[src/rtl/nn_pkg.sv]
// Shared constants and helpers for the padding / window / conv pipeline.
package nn_pkg;

    localparam int unsigned N         = 8;
    localparam int unsigned CHANNEL   = 3;
    localparam int unsigned WIN_SLOTS = 9;

    // Bit offset of window slot k (k = r*3 + c) for a pixel of pix_w bits.
    function automatic int unsigned slot_offset(input int unsigned k, input int unsigned pix_w);
        return k * pix_w;
    endfunction

endpackage

[src/rtl/line_shift.sv]
// Enabled shift register line buffer; dout_o is the entry shifted in DEPTH enables ago.
module line_shift #(
    parameter int unsigned WIDTH = 8,
    parameter int unsigned DEPTH = 4
) (
    input  logic             clk,
    input  logic             rst,
    input  logic             en_i,
    input  logic [WIDTH-1:0] din_i,
    output logic [WIDTH-1:0] dout_o
);

    logic [DEPTH-1:0][WIDTH-1:0] data_q;
    logic [DEPTH-1:0][WIDTH-1:0] data_d;

    always_comb begin
        data_d = data_q;
        if (en_i) begin
            data_d = {data_q[DEPTH-2:0], din_i};
        end
    end

    always_ff @(posedge clk or posedge rst) begin
        if (rst) begin
            data_q <= '0;
        end else begin
            data_q <= data_d;
        end
    end

    assign dout_o = data_q[DEPTH-1];

endmodule

[src/rtl/conv_window3x3.sv]
// Builds 3x3 pixel windows from a padded raster stream; one registered window per
// pixel whose full neighbourhood lies inside the frame.
module conv_window3x3
    import nn_pkg::*;
#(
    parameter int unsigned N       = nn_pkg::N,
    parameter int unsigned CHANNEL = nn_pkg::CHANNEL,
    parameter int unsigned SIZE    = 32,
    parameter int unsigned PADDING = 1
) (
    input  logic                                 clk,
    input  logic                                 rst,
    input  logic                                 ce,
    input  logic                                 din_vld,
    input  logic [CHANNEL*N-1:0]                 din,
    output logic [nn_pkg::WIN_SLOTS*CHANNEL*N-1:0] win_dout,
    output logic                                 win_vld,
    output logic                                 win_end
);

    localparam int unsigned W  = SIZE + 2 * PADDING;
    localparam int unsigned PW = CHANNEL * N;
    localparam int unsigned CW = (W > 1) ? $clog2(W) : 1;

    logic [CW-1:0] col_q, col_d;
    logic [CW-1:0] row_q, row_d;

    // Packed [row][col] so slot r*3+c lands at bit (r*3+c)*PW with no repacking.
    logic [2:0][2:0][PW-1:0] win_q, win_d;
    logic [2:0][2:0][PW-1:0] dout_q, dout_d;
    logic                    vld_q, vld_d;
    logic                    end_q, end_d;

    logic                    accept_c;
    logic [PW-1:0]           line0_out;
    logic [PW-1:0]           line1_out;

    assign accept_c = ce & din_vld;

    line_shift #(.WIDTH(PW), .DEPTH(W)) u_line0 (
        .clk    (clk),
        .rst    (rst),
        .en_i   (accept_c),
        .din_i  (din),
        .dout_o (line0_out)
    );

    line_shift #(.WIDTH(PW), .DEPTH(W)) u_line1 (
        .clk    (clk),
        .rst    (rst),
        .en_i   (accept_c),
        .din_i  (line0_out),
        .dout_o (line1_out)
    );

    always_comb begin
        col_d  = col_q;
        row_d  = row_q;
        win_d  = win_q;
        dout_d = dout_q;
        vld_d  = 1'b0;
        end_d  = 1'b0;

        if (!ce) begin
            col_d = '0;
            row_d = '0;
        end else if (din_vld) begin
            if (col_q == CW'(W - 1)) begin
                col_d = '0;
                row_d = (row_q == CW'(W - 1)) ? '0 : row_q + CW'(1);
            end else begin
                col_d = col_q + CW'(1);
            end

            // Shift left; new right column is two-rows-up, one-row-up, current.
            win_d[0] = {line1_out, win_q[0][2:1]};
            win_d[1] = {line0_out, win_q[1][2:1]};
            win_d[2] = {din,       win_q[2][2:1]};

            if ((row_q >= CW'(2)) && (col_q >= CW'(2))) begin
                vld_d  = 1'b1;
                end_d  = (row_q == CW'(W - 1)) && (col_q == CW'(W - 1));
                dout_d = win_d;
            end
        end
    end

    always_ff @(posedge clk or posedge rst) begin
        if (rst) begin
            col_q  <= '0;
            row_q  <= '0;
            win_q  <= '0;
            dout_q <= '0;
            vld_q  <= 1'b0;
            end_q  <= 1'b0;
        end else begin
            col_q  <= col_d;
            row_q  <= row_d;
            win_q  <= win_d;
            dout_q <= dout_d;
            vld_q  <= vld_d;
            end_q  <= end_d;
        end
    end

    assign win_dout = dout_q;
    assign win_vld  = vld_q;
    assign win_end  = end_q;

endmodule

[config.mk]
export PLATFORM = sky130hd
export DESIGN_NAME = conv_window3x3
export DESIGN_NICKNAME = d
export VERILOG_FILES = /design/src/rtl/nn_pkg.sv /design/src/rtl/line_shift.sv /design/src/rtl/conv_window3x3.sv
export SDC_FILE = /design/constraint.sdc
export NUM_CORES = 2
export LEC_CHECK = 0
export ABC_CLOCK_PERIOD_IN_PS = 34300
export CAP_MARGIN = 20
export CELL_PAD_IN_SITES_DETAIL_PLACEMENT = 1
export CELL_PAD_IN_SITES_GLOBAL_PLACEMENT = 1
export CORE_MARGIN = 10
export CORE_UTILIZATION = 55
export CTS_BUF_LIST = sky130_fd_sc_hd__clkbuf_8
export CTS_CLUSTER_DIAMETER = 200
export DETAILED_ROUTE_END_ITERATION = 7
export PLACE_DENSITY_LB_ADDON = 0.1
export SETUP_SLACK_MARGIN = 0.15
export SLEW_MARGIN = 20
export SYNTH_ARGS = -nofsm -noshare
export SYNTH_HDL_FRONTEND = slang
export SYNTH_HIERARCHICAL = 1
export SYNTH_SLANG_ARGS = --single-unit
[constraint.sdc]
create_clock -name clk -period 34.3 [get_ports clk]
set_input_delay 3.43 -clock clk [delete_from_list [all_inputs] [get_ports clk]]
set_output_delay 3.43 -clock clk [all_outputs]
set_load 0.02 [all_outputs]
==> results <==
- In the final routed layout, each cell accounts on average for between 20 and 25 um.
- In the routed design, unresolved DRC markers number 0.
- The TritonCTS buffer count is 337.
- The total number of clock tree sinks is between 2k and 2.5k.
- In this run the vertical extent of the chip is around 390 um.
- The kind of cell with the highest combined delay on the critical path is buffers and inverters.
- The register share of total power is between 50% and 60%.
- Subtracting the final worst setup slack from the clock period gives 8320 ps.
- The synthesized area per cell is about 17 um2.
- The final instance area is 0.0870 mm2.
- The number of antenna violations at the first check in global routing is 2.
- Cells with a size suffix above 1 make up roughly 45% of the layout.
- After clock tree synthesis, the flow added hold-fix buffers numbering 0.
- Leaving out fill and tap cells, the most frequent cell in the layout is sky130_fd_sc_hd__dfrtp_1.
- The detailed router's first-iteration violation count is about 1.7k.
- The ratio of final minimum period to clock period is 24.3%.
- In the routed layout, each cell is associated on average with a via count of between 5 and 6.
- In the layout the commonest cells are sky130_fd_sc_hd__dfrtp_1 (2006), sky130_fd_sc_hd__mux2_2 (1269), sky130_fd_sc_hd__mux2_4 (580).
- The switching share of total power is 23.1%.
- The overall power consumption is between 5 and 6 mW.
- Once the clock tree was built, the resizer swapped 0 gates to a different size.
- IR analysis of the VDD net gives a maximum drop of between 0.04 and 0.05 mV.
- STA classifies the critical path endpoint as a flop.
- The global routing usage summed across all routing layers is roughly 18%.
- The most numerous cell on the critical path is sky130_fd_sc_hd__buf_4.
- The sequential fraction of the synthesis area is between 60% and 70%.
- In this run, the combinational gates consume 8.3% of the power.
- The sort of element at the start of the critical path is an input pin.
- The clock root buffer master is sky130_fd_sc_hd__clkbuf_8.
- Timing analysis after detailed placement gives a worst setup slack of 24890 ps.
- Once detail routing completed, the nets flagged for antenna violations numbered 0.
- Yosys attributes the largest share of cell area to sky130_fd_sc_hd__dfrtp_1 (65%), sky130_fd_sc_hd__mux2_2 (19%), sky130_fd_sc_hd__mux2_4 (11%).
- The number of endpoints with negative hold slack in the final report came to 0.
- The net switching component of the power is ~1.2 mW.
- The sum of buffers and inverters on the critical path is 6.
- The via count is approximately 37k.
- The fraction of synthesized cell area taken by the top area cell type is ~65%.
- The TritonCTS clock tree is built.
- The maximum number of pins on one net before global-route repair is approximately 210.
- The initial core utilization is ~55%.
- The synthesized netlist contains 34 unique library cells.
- The tightest min-delay check is of the flop to flop type.
- Clock-pin slew was measured on the worst setup and hold paths at ~60 ps.
- The signal on the critical path passes through clkdlybuf4s50_1 > nand2_4 > inv_8 > buf_4 > buf_4 > buf_4 > buf_4 > mux2_2.
- The slack of the critical path is ~26000 ps.
- The worst pin sits at a relative slew slack of 25.9%.
- Cells fill between 60% and 70% of the core in the end.
- For this design the ratio of total power to cell area is roughly 59 mW/mm2.
- In the synthesized netlist, the number of instances is 4644.
- The slowest stage of the critical path is the sky130_fd_sc_hd__buf_4 cell.
- The static leakage power is around 44 nW.
- The largest incremental delay on the critical path is about 900 ps.
- The later pin in the worst-skew pair is clocked with a latency of 970 ps.
- The async set-reset flop share out of synthesis is 100%.
- Counting flops with a built-in enable in the synthesized netlist gives 0.
- The floorplan step defined a core boundary enclosing 0.140 mm2.
- The clock network accounts for about two fifths of the total power.
- The first-pass iteration count of the detailed router is 6.
- The finished layout holds between 7k and 8k standard cells, fillers aside.
- STA puts the critical path data required time at 35140 ps.
- For the pin with the worst max-slew slack, the measured transition is 1110 ps.
- In this run the cell area measured after placement is about 0.081 mm2.
- The critical path in this run is classified as input pin to flop.
- The count of nets after finishing is approximately 5k.
- Setup violations remaining at the end of the flow were counted as 0.
- The H-tree generated during clock tree synthesis spans 5 levels.
- For the worst setup path, the data arrival time is 9160 ps.
- The half-perimeter wire length after placement is around 85000 um.
- The count of maximum capacitance violations is 0.
- The area growth from synthesis to final layout is 12.7%.
- The count of pins over their slew limit is 0.
- The routed wire length is around 140000 um.
- The first global-routing pass estimated roughly 230000 um of wire.
- Setup repair after global routing left no endpoint under its margin.
- The die is 395 um wide.
- Setup total negative slack on the finished layout was measured at 0 ps.
- The count of buffers added by post-CTS timing repair for setup is 0.
- After detailed placement, the design holds a cell count of 6521.
- sky130_fd_sc_hd__dfrtp_1 takes more of the synthesized area than any other cell.
- On the final layout, the worst hold slack is between 400 and 500 ps.
- The upper clock frequency limit is about 0.12 GHz.
- The dominant register cell in the synthesized netlist is sky130_fd_sc_hd__dfrtp_1.
- The mapped netlist covers around 0.077 mm2.
- For this run the aggregate overflow at the end of global routing stands at 0.
- The I/O pin count is ~250.
- The post-synth net total is around 4.7k.
- The yosys synthesis warning count is 6.
- The internal power is about 4.0 mW.
- The number of placement rows is between 100 and 150.
- The final RePlAce weighted congestion is 0.751.
- After synthesis the netlist holds a flip-flop and latch count of about 2.0k.
- The largest fanout on the critical path is 146.
- The number of global-route vias before repair is 42.2k.
- The deepest clock path buffer count is 4.
- The die footprint is between 0.15 and 0.2 mm2.
- The worst setup skew after layout is about 54 ps.
- The number of port buffers is about 250.
- The run finished with clean final reports.
[cell type report]
cell class | count | area, um2
fillers | 12400 | 52500
flip-flops and latches | 2006 | 50200
inverters | 10 | 67.6
clock buffers | 417 | 5740
multi-input cells | 2341 | 25100
clock inverters | 129 | 654
repair buffers | 292 | 2970
diodes | 3 | 7.51
well taps | 1876 | 2350
[path summary, 6_finish.rpt]
check                                                     from                              end  slack, ps  depth (start not counted)
worst max register to register            col_q[0]$_DFFE_PP0P_        win_dout[114]$_DFFE_PP0P_      30990                          7
max in group asynchronous                                  rst  u_line0/data_q[691]$_DFFE_PP0P_      27880                          5
worst min-delay path            u_line1/data_q[41]$_DFFE_PP0P_   u_line1/data_q[65]$_DFFE_PP0P_        460                          1
worst min register to register  u_line1/data_q[41]$_DFFE_PP0P_   u_line1/data_q[65]$_DFFE_PP0P_        460                          1
worst max-delay path                                        ce  u_line0/data_q[420]$_DFFE_PP0P_      25980                          8
min in group asynchronous                                  rst        win_dout[111]$_DFFE_PP0P_       3180                          2
[cell families after synthesis]
kind of cell,count (synthesis),synth area share (%)
AOI/OAI and AO/OA,13,0.123
xor gates and xnor gates,3,0.0340
adders and majority gates,6,0.0972
buffers and inverters,297,2.55
DFF,2006,65.0
muxes,1850,29.8
and+or+nand+nor,469,2.37
[state kept, by name, summed over array words and instances (netlist names)]
| register | flops |
|---|---|
| u_line0/data_q | 792 |
| u_line1/data_q | 792 |
| win_dout | 216 |
| win_q | 144 |
| u_line0/dout_o | 24 |
| u_line1/dout_o | 24 |
| col_q | 6 |
| row_q | 6 |
| win_end | 1 |
| win_vld | 1 |
[Yosys cell counts (2+ instances only)]
cell type,instances
sky130_fd_sc_hd__o21a_1,2
sky130_fd_sc_hd__nand4_1,3
sky130_fd_sc_hd__inv_1,9
sky130_fd_sc_hd__buf_2,139
sky130_fd_sc_hd__nor2_1,8
sky130_fd_sc_hd__nor3_1,5
sky130_fd_sc_hd__nand3_1,4
sky130_fd_sc_hd__buf_4,48
sky130_fd_sc_hd__mux2_2,1269
sky130_fd_sc_hd__mux2_4,580
sky130_fd_sc_hd__and4b_1,2
sky130_fd_sc_hd__xor2_1,3
sky130_fd_sc_hd__nand2_1,438
sky130_fd_sc_hd__and2_1,2
sky130_fd_sc_hd__buf_1,12
sky130_fd_sc_hd__a31o_2,2
sky130_fd_sc_hd__ha_1,6
sky130_fd_sc_hd__dfrtp_1,2006
sky130_fd_sc_hd__o22ai_1,2
sky130_fd_sc_hd__nor3b_1,3
sky130_fd_sc_hd__o21ai_0,2
sky130_fd_sc_hd__clkbuf_1,21
sky130_fd_sc_hd__buf_6,67
[power by group through the flow]
stage / logic, mW / registers [mW] / clock network, mW
after floorplan: 0.377 / 2.71 / 0
after global placement: 0.415 / 2.75 / 0
after detailed placement: 0.431 / 2.76 / 0
after CTS: 0.437 / 2.72 / 2.10
after global routing: 0.469 / 2.75 / 2.21
final: 0.429 / 2.72 / 2.02
[per-layer routing]
layer  track usage [%]  share of wire (%)
met3              3.46                2.9
met5                 0                  0
met1              22.9                 42
met2              31.7                 52
met4              6.73                3.0
Power figures use the tool's default switching activity.
